### src/rtl/uart_pkg.sv
// ---------------------------------------------------------------------------
// uart_pkg
// Shared definitions for the UART transmit arbiter:
//   arb_state_e          - arbiter FSM state encoding (also exported on o_state)
//   DEFAULT_CLKS_PER_BIT - UART bit period in clock cycles (115200 baud at 75 MHz)
//   TIMEOUT_MULT         - watchdog limit expressed in bit periods
// ---------------------------------------------------------------------------
package uart_pkg;

  typedef enum logic [1:0] {
    IDLE      = 2'd0,
    SEND      = 2'd1,
    WAIT_DONE = 2'd2,
    HOLD      = 2'd3
  } arb_state_e;

  localparam int DEFAULT_CLKS_PER_BIT = 651;
  // 16 bit periods: one full 10-bit frame plus generous slack.
  localparam int TIMEOUT_MULT         = 16;

endpackage : uart_pkg

### src/rtl/rr_arbiter.sv
// ---------------------------------------------------------------------------
// rr_arbiter
// Purely combinational round-robin picker. The search starts at the index
// after ptr_i and wraps from N-1 to 0, so the requester at ptr_i itself has
// the lowest priority.
// Ports:
//   req_i [N-1:0]  - request vector
//   ptr_i [PW-1:0] - index of the last released owner
//   gnt_o [N-1:0]  - one-hot grant, all zeros when req_i is zero
// ---------------------------------------------------------------------------
module rr_arbiter #(
  parameter int N  = 4,
  parameter int PW = $clog2(N)
) (
  input  logic [N-1:0]  req_i,
  input  logic [PW-1:0] ptr_i,
  output logic [N-1:0]  gnt_o
);

  // One extra bit so ptr + offset cannot overflow before the wrap.
  logic [PW:0] cand;
  logic        found;

  always_comb begin
    gnt_o = '0;
    found = 1'b0;
    cand  = '0;
    for (int i = 1; i <= N; i++) begin
      cand = {1'b0, ptr_i} + (PW+1)'(i);
      if (cand >= (PW+1)'(N)) begin
        cand = cand - (PW+1)'(N);
      end
      if (!found && req_i[cand[PW-1:0]]) begin
        gnt_o[cand[PW-1:0]] = 1'b1;
        found               = 1'b1;
      end
    end
  end

endmodule : rr_arbiter

### src/rtl/uart_tx_arbiter.sv
// ---------------------------------------------------------------------------
// uart_tx_arbiter
// Shares one UART transmitter between NUM_REQ byte-stream requesters.
// An owner keeps the transmitter for a whole packet (until a byte with
// i_req_last=1 has been sent); a watchdog reclaims it if the UART never
// reports done or the owner stalls mid-packet.
//
// Handshake: requester k's byte is consumed in the cycle where
// i_req_valid[k] and o_req_ready[k] are both high. o_req_ready is a one-cycle
// one-hot pulse issued only in SEND; a requester may drop valid at any time
// without penalty because valids are only looked at during arbitration.
//
// Ports:
//   i_clk, i_rst_n         - clock, asynchronous active-low reset
//   i_req_valid/_byte/_last - per-requester byte stream (byte k in [8k+7:8k])
//   o_req_ready            - one-hot accept pulse
//   o_TX_Byte, o_TX_DV     - load interface to the UART transmitter
//   i_TX_Done              - transmitter byte-complete strobe
//   o_grant                - one-hot current owner, zero when unowned
//   o_busy                 - FSM not in IDLE
//   o_timeout              - one-cycle watchdog pulse
//   o_state                - current FSM state (arb_state_e encoding)
// ---------------------------------------------------------------------------
module uart_tx_arbiter
  import uart_pkg::*;
#(
  parameter int NUM_REQ      = 4,
  parameter int CLKS_PER_BIT = DEFAULT_CLKS_PER_BIT,
  parameter int TIMEOUT_CLKS = TIMEOUT_MULT * CLKS_PER_BIT
) (
  input  logic                   i_clk,
  input  logic                   i_rst_n,
  input  logic [NUM_REQ-1:0]     i_req_valid,
  input  logic [8*NUM_REQ-1:0]   i_req_byte,
  input  logic [NUM_REQ-1:0]     i_req_last,
  output logic [NUM_REQ-1:0]     o_req_ready,
  output logic [7:0]             o_TX_Byte,
  output logic                   o_TX_DV,
  input  logic                   i_TX_Done,
  output logic [NUM_REQ-1:0]     o_grant,
  output logic                   o_busy,
  output logic                   o_timeout,
  output logic [1:0]             o_state
);

  localparam int PW  = $clog2(NUM_REQ);
  localparam int WDW = $clog2(TIMEOUT_CLKS + 1);
  // The pulse fires in the TIMEOUT_CLKS-th cycle spent in the current state.
  localparam logic [WDW-1:0] WD_LAST = WDW'(TIMEOUT_CLKS - 1);

  arb_state_e           state_q, state_d;
  logic [NUM_REQ-1:0]   grant_q, grant_d;
  logic [PW-1:0]        ptr_q, ptr_d;
  logic                 last_q, last_d;
  logic [WDW-1:0]       wd_q, wd_d;

  logic [NUM_REQ-1:0]   rr_gnt;
  logic [PW-1:0]        owner_idx;
  logic [7:0]           owner_byte;
  logic                 owner_last;
  logic                 owner_valid;
  logic                 wd_hit;

  rr_arbiter #(
    .N  (NUM_REQ),
    .PW (PW)
  ) u_rr (
    .req_i (i_req_valid),
    .ptr_i (ptr_q),
    .gnt_o (rr_gnt)
  );

  // Decode the registered one-hot owner into index / byte / last.
  always_comb begin
    owner_idx  = '0;
    owner_byte = 8'h00;
    owner_last = 1'b0;
    for (int k = 0; k < NUM_REQ; k++) begin
      if (grant_q[k]) begin
        owner_idx  = PW'(k);
        owner_byte = i_req_byte[8*k +: 8];
        owner_last = i_req_last[k];
      end
    end
  end

  assign owner_valid = |(i_req_valid & grant_q);
  assign wd_hit      = (wd_q == WD_LAST);

  always_comb begin
    state_d     = state_q;
    grant_d     = grant_q;
    ptr_d       = ptr_q;
    last_d      = last_q;
    o_TX_DV     = 1'b0;
    o_TX_Byte   = 8'h00;
    o_req_ready = '0;
    o_timeout   = 1'b0;

    unique case (state_q)
      IDLE: begin
        if (|i_req_valid) begin
          grant_d = rr_gnt;
          state_d = SEND;
        end
      end

      SEND: begin
        o_TX_DV     = 1'b1;
        o_TX_Byte   = owner_byte;
        o_req_ready = grant_q;
        last_d      = owner_last;
        state_d     = WAIT_DONE;
      end

      // Done is checked before the watchdog so a coincident done wins.
      WAIT_DONE: begin
        if (i_TX_Done) begin
          if (last_q) begin
            grant_d = '0;
            ptr_d   = owner_idx;
            state_d = IDLE;
          end else begin
            state_d = HOLD;
          end
        end else if (wd_hit) begin
          o_timeout = 1'b1;
          grant_d   = '0;
          ptr_d     = owner_idx;
          state_d   = IDLE;
        end
      end

      // Only the owner may continue; everyone else waits for release.
      HOLD: begin
        if (owner_valid) begin
          state_d = SEND;
        end else if (wd_hit) begin
          o_timeout = 1'b1;
          grant_d   = '0;
          ptr_d     = owner_idx;
          state_d   = IDLE;
        end
      end

      default: begin
        grant_d = '0;
        state_d = IDLE;
      end
    endcase

    // Watchdog runs only while staying in WAIT_DONE or HOLD; any state
    // change (including HOLD->SEND->WAIT_DONE) restarts it from zero.
    if ((state_d == state_q) && ((state_q == WAIT_DONE) || (state_q == HOLD))) begin
      wd_d = wd_q + 1'b1;
    end else begin
      wd_d = '0;
    end
  end

  always_ff @(posedge i_clk or negedge i_rst_n) begin
    if (!i_rst_n) begin
      state_q <= IDLE;
      grant_q <= '0;
      ptr_q   <= PW'(NUM_REQ - 1);
      last_q  <= 1'b0;
      wd_q    <= '0;
    end else begin
      state_q <= state_d;
      grant_q <= grant_d;
      ptr_q   <= ptr_d;
      last_q  <= last_d;
      wd_q    <= wd_d;
    end
  end

  assign o_grant = grant_q;
  assign o_busy  = (state_q != IDLE);
  assign o_state = state_q;

endmodule : uart_tx_arbiter

### config.mk
export PLATFORM = sky130hd
export DESIGN_NAME = uart_tx_arbiter
export DESIGN_NICKNAME = d
export VERILOG_FILES = /design/src/rtl/uart_pkg.sv /design/src/rtl/rr_arbiter.sv /design/src/rtl/uart_tx_arbiter.sv
export SDC_FILE = /design/constraint.sdc
export NUM_CORES = 1
export LEC_CHECK = 0
export CORE_MARGIN = 5
export CORE_UTILIZATION = 37
export CTS_CLUSTER_DIAMETER = 100
export DETAILED_ROUTE_END_ITERATION = 12
export GPL_TIMING_DRIVEN = 0
export PLACE_DENSITY = 0.76
export SYNTH_ARGS = -nofsm -noshare
export SYNTH_HDL_FRONTEND = slang
export SYNTH_SLANG_ARGS = --single-unit
### constraint.sdc
create_clock -name i_clk -period 3.2 [get_ports i_clk]
set_clock_uncertainty 0.1 [all_clocks]
set_input_delay 0.64 -clock i_clk [delete_from_list [all_inputs] [get_ports i_clk]]
set_output_delay 0.64 -clock i_clk [all_outputs]
set_load 0.1 [all_outputs]
# After elaboration in Yosys (flattened, before gate mapping)
# Index checks and enable logic that the tools add are counted.
[word_totals]
romBits = 0
output_inout_bits = 21
mem_count = 0
latchBits = 0
mem_bits_rw = 0
input_bits = 43
register_bits = 23
word_cells = 121
[classes]
multipliers = 0
bitwise_logic = 4
eq_ne = 8
div = 0
n_shift = 0
magnitude_cmp = 12
n_addsub = 9
n_reduce_logical = 20
muxes = 63
[ops]
columns = ["cell", "n"]
rows = [
  ["2-to-1 mux 4 bit", 10],
  ["2-to-1 mux 8 bit", 5],
  ["2-to-1 mux 2 bit", 15],
  ["2-to-1 mux 1 bit", 20],
  ["adder 14 x 1 -> 14 bit (second input constant)", 1],
  ["== test 14 bit (second input constant)", 1],
  ["2-to-1 mux 14 bit", 1],
  ["greater-or-equal comparator 3 bit (second input constant)", 4],
  ["less-than comparator 2 x 3 -> 1 bit (second input constant)", 4],
  ["bitwise OR 4 bit", 3],
  ["one-hot mux 4 bit (3 select lines)", 1],
  ["binary-select mux 1 bit (select 2 bit)", 4],
  ["demux 1 bit (select 2 bit)", 4],
  ["greater-or-equal comparator 2 x 1 -> 1 bit (second input constant)", 4],
  ["logical AND 1 bit", 8],
  ["one-hot mux 2 bit (4 select lines)", 1],
  ["OR reduction 4 bit", 2],
  ["subtractor 2 x 1 -> 2 bit (second input constant)", 4],
  ["adder 2 x 2 -> 3 bit (second input constant)", 2],
  ["bitwise AND 4 bit", 1],
  ["== test 2 bit (second input constant)", 2],
  ["inequality test 2 bit (second input constant)", 2],
  ["one-hot mux 2 bit (2 select lines)", 1],
  ["AND reduction 4 bit", 1],
  ["12 further kinds", 15],
]

# Logic depth before layout (Yosys ltp)
[logic_depth]
word_depth = 17
depth_mapped = 8
mapped_depth_nobuf = 7

# Modules after synthesis
# A second synthesis with hierarchy kept.
[hier_totals]
cells_unflattened = 206
hier_area_um2 = 1850.5
[by_module_without_submodules]
columns = ["mod", "instances", "cells_per_inst", "seq_area_each_um2", "area_per_inst_um2"]
rows = [
  ["uart_tx_arbiter", 1, 168, 578.1, 1492.7],
  ["rr_arbiter", 1, 38, 0.0, 357.8],
]

# Worst setup path after synthesis
# Ideal clock, no wire load.
[synth_path]
path_kind = "reg2out"
startpoint = "reg grant_q[3] (netlist: o_grant[3])"
endpoint = "out o_TX_Byte[7]"
path_buffers = 1
t_arrival_ns = 3.682
stages_incl_launch_ff = 6
t_required_ns = 2.460
path_slack_ns = -1.222
cell_sequence = "dfrtp_1 -> inv_1 -> clkbuf_1 -> nand2_1 -> a221oi_1 -> nor3_1"
[synth_via]
elab_chain_len = 2
[synth_lines]
columns = ["element", "line", "source"]
rows = [
  ["start, declared", "uart_tx_arbiter.sv:52", "logic [NUM_REQ-1:0] grant_q, grant_d;"],
  ["start signal, assigned", "uart_tx_arbiter.sv:170", "grant_q <= grant_d;"],
  ["2-to-1 mux 8 bit", "uart_tx_arbiter.sv:79", "if (grant_q[k]) begin"],
  ["2-to-1 mux 8 bit", "uart_tx_arbiter.sv:100", "unique case (state_q)"],
  ["end, declared", "uart_tx_arbiter.sv:37", "output logic [7:0] o_TX_Byte,"],
]
# No other way between the ends.

# Final worst setup path
[layout_path]
startpoint = "reg state_q[1] (netlist: o_state[1])"
endpoint = "out o_req_ready[0]"
[layout_via]
elab_chain_len = 2
[layout_lines]
columns = ["element", "line", "source"]
rows = [
  ["start, declared", "uart_tx_arbiter.sv:51", "arb_state_e state_q, state_d;"],
  ["start signal, assigned", "uart_tx_arbiter.sv:169", "state_q <= state_d;"],
  ["== test 2 x 1 -> 1 bit", "uart_tx_arbiter.sv:100", ""],
  ["2-to-1 mux 4 bit", "uart_tx_arbiter.sv:100", ""],
  ["end, declared", "uart_tx_arbiter.sv:36", "output logic [NUM_REQ-1:0] o_req_ready,"],
]
# No other way between the ends.

==> impl_results.md <==
- Min cycle time layout: ~3.0 ns
- Peak supply drop: about 0.3 mV
- Grt ovf: 0
- Synth Warn #: 0
- Post-Syn Nets: 248
- DIE WIDTH: just under 80 um
- Routed WL: 4880 um
- Core Util, Final: 0.5476
- Syn_area_per_cell: 8.873 um2
- Slew @ Worst Pin: 1.012 ns
- H-tree depth: 1
- Total GRT Usage: 0.1602
- Flop2flop setup slack: between 0.3 and 0.4 ns
- Most common flop cell mapped by yosys: dfrtp_1
- Status: finished, final reports clean
- PwrDens: between 800 and 900 nW/um2
- Total Nets Final: 316
- Critical Path Source: o_state[1]$_DFF_PN0_
- Post-Synthesis Cells: around 200
- Vias in the first global route: ~1700
- Met1 GRT Util: 0.2056
- # rows: 25
- Post-synthesis adder-cell area fraction: 0.06475
- # IOs: 64
- Crit Path Category: flop to output port
- Final hold vios: 0
- Worst path cell trace: inv_1, nand2_1, inv_1, and2_2, clkdlybuf4s50_1
- CTS sink cnt: 23
- Most Crowded Layer GR: met2
- Worst reg2reg endpoint: o_grant[3]$_DFFE_PN0P_
- Dpl hpwl: 3785 um
- Mapped Area: 1739 um2
- Fin. max-slew vios: 0
- Via-to-Cell Ratio: 5.606
- Die ar.: 6172 um2
- Fin area: around 2500 um2
- Tot Pwr: between 2 and 2.5 mW
- RSZ-0062 raised after global routing: no
- Max Clk Rate: ~330 MHz
- Setup TNS: 0 ns
- Slew HR: 0.3230
- Initial Util: 0.3757
- Gpl congestion: 0.8767
- CP bufs+invs: 3
- Finished Layout Cells: 317
- Post-synthesis mux area share: 0.07266
- Largest net degree at the start of global routing: 24
- Initial antenna violation count: 0
- First-pass GRT wire length: 8128 um
- Largest area contributor in the netlist: dfrtp_1
- Crit. End Element: output port
- Area grow syn2layout: 45.76%
- HP Start: wd_q[0]$_DFF_PN0_
- Delay-heaviest family, CP: buffers and inverters
- Post-synth EDFFs: 0
- Share of layout cells above drive strength 1: 0.1521
- R2R depth: 7
- Critical path data arrival time: 2.30 ns
- Final WS setup: ~0.16 ns
- #FFs+latches synth: 23
- Hold depth: 1
- Share of the synthesized area in the top cell type: 0.3022
- CTS Root Cell: clkbuf_8
- Worst path slowest cell: clkdlybuf4s50_1
- Initial DRC Count: between 150 and 200
- Required time of the worst setup path: 2.46 ns
- WHS: 0.3775 ns
- Commonest non-fill, non-tap cell in the layout: clkdlybuf4s50_1
- Min-Delay Path Class: flop to flop
- Compound-Gate Fraction of Synth Area: 0.1741
- Router iterations before antenna repair: 4
- CTS tree: built
- Worst-path fanout max: 8
- Sequential share of the synthesized area: 0.3324
- Most numerous cell on the critical path: inv_1
- Port Buffer Count: 63
- Grt met3 use: 0.03899
- Met2 GRT Util: 0.2716
- Pre-CTS setup slack: -0.6010 ns
- Antenna cells: 0
- Placed Area: 2484 um2
- Num CTS Buffers: 3
- Synth area leaders: dfrtp_1, ha_1, nor2_1
- Critical R2R Launch: ptr_q[0]$_DFFE_PN1P_
- Die height: 78.56 um
- Area of the core: around 4600 um2
- Routed Antenna Nets: 0
- CTS clk-pin slew, worst paths: roughly 0.080 ns
- Placed insts: ~310
- Hold Path End: wd_q[0]$_DFF_PN0_
- Clock latency on the worst-skew pair: 0.27 ns
- Max-Cap Viols: 0
- Main combinational cell family by area after synthesis: simple AND/OR/NAND/NOR gates
- Simple-gate portion of the synthesized area: 0.2612
- Netlist cell types: 41
- Most frequent cells in the layout: clkdlybuf4s50_1, nor2_1, dfrtp_1
- Period Utilization, post-route: 0.9496
- Via count: 1777
- DR WL/cell: 15.39 um
- Synth Area in XOR/XNOR: 0.06043
- Lkg Pwr: 1.027 nW
- Max clock buf depth: 2
- Worst stage delay on the critical path: about 1.1 ns
- Post-CTS Setup Inserts: 0
- DRC viols: 0
- Asr flop ratio synth: 1.000
- Worst setup SP type: flop
- Setup violations, final: 0
- Fillers: 423
[state kept, by name, summed over array words and instances, names as in the netlist]
signal and flops:
last_q 1, o_grant 4, ptr_q 2, o_state 2, wd_q 14
[worst max-delay path by stage]
stage,endpoint,cells past startpoint
4_1_cts,o_TX_Byte[5],6
2_1_floorplan,o_TX_Byte[7],5
3_3_place_gp,o_timeout,7
6_report,o_req_ready[0],5
3_5_place_dp,o_timeout,7
5_1_grt,o_req_ready[0],5
[power by group]
group	switching [mW]	internal, mW	total [mW]
sequential	0.102	0.363	0.465
clock	0.0924	0.0870	0.179
combinational	1.12	0.484	1.60
total	1.31	0.934	2.24
[synth_stat cells, types with 7 or more instances]
cell,instances
nor3_1,9
o22ai_1,8
nor2_1,24
dfrtp_1,21
nand2_1,15
nand3_1,12
nor2b_1,7
ha_1,9
inv_1,8
a21oi_1,7
a221oi_1,9
xor2_1,7
[cells by family (layout without fill, tap and decap cells)]
| family | after synthesis | in the layout |
|---|---|---|
| adders and majority gates | 9 | 9 |
| xor gates and xnor gates | 12 | 12 |
| AOI/OAI and AO/OA | 41 | 41 |
| buffers and inverters | 14 | 81 |
| DFF | 23 | 23 |
| muxes | 8 | 8 |
| and+or+nand+nor | 89 | 89 |
[routing by layer]
metal | up-vias | routed length [um]
met1 | 827 | 2263
li1 | 866 | -
met4 | 0 | 46
met5 | - | 0
met2 | 78 | 2192
met3 | 6 | 377
[timing repair]
action,4_1_cts,5_1_grt
endpoints found under the setup margin,12,9
gates resized for setup,32,3
hold buffers,0,0
[cell type report]
| cell class | instances | area [um2] | share of cell area |
|---|---|---|---|
| buffer | 6 | 31.28 | 0.01234 |
| clock buffer | 3 | 41.29 | 0.01629 |
| clock inverter | 1 | 5.005 | 0.001974 |
| inverter | 8 | 30.03 | 0.01185 |
| multi-input combinational | 159 | 1146 | 0.4521 |
| sequential | 23 | 579.3 | 0.2285 |
| tap | 54 | 67.56 | 0.02665 |
| timing repair buffer | 63 | 634.4 | 0.2502 |
Power figures use the tool's default switching activity.
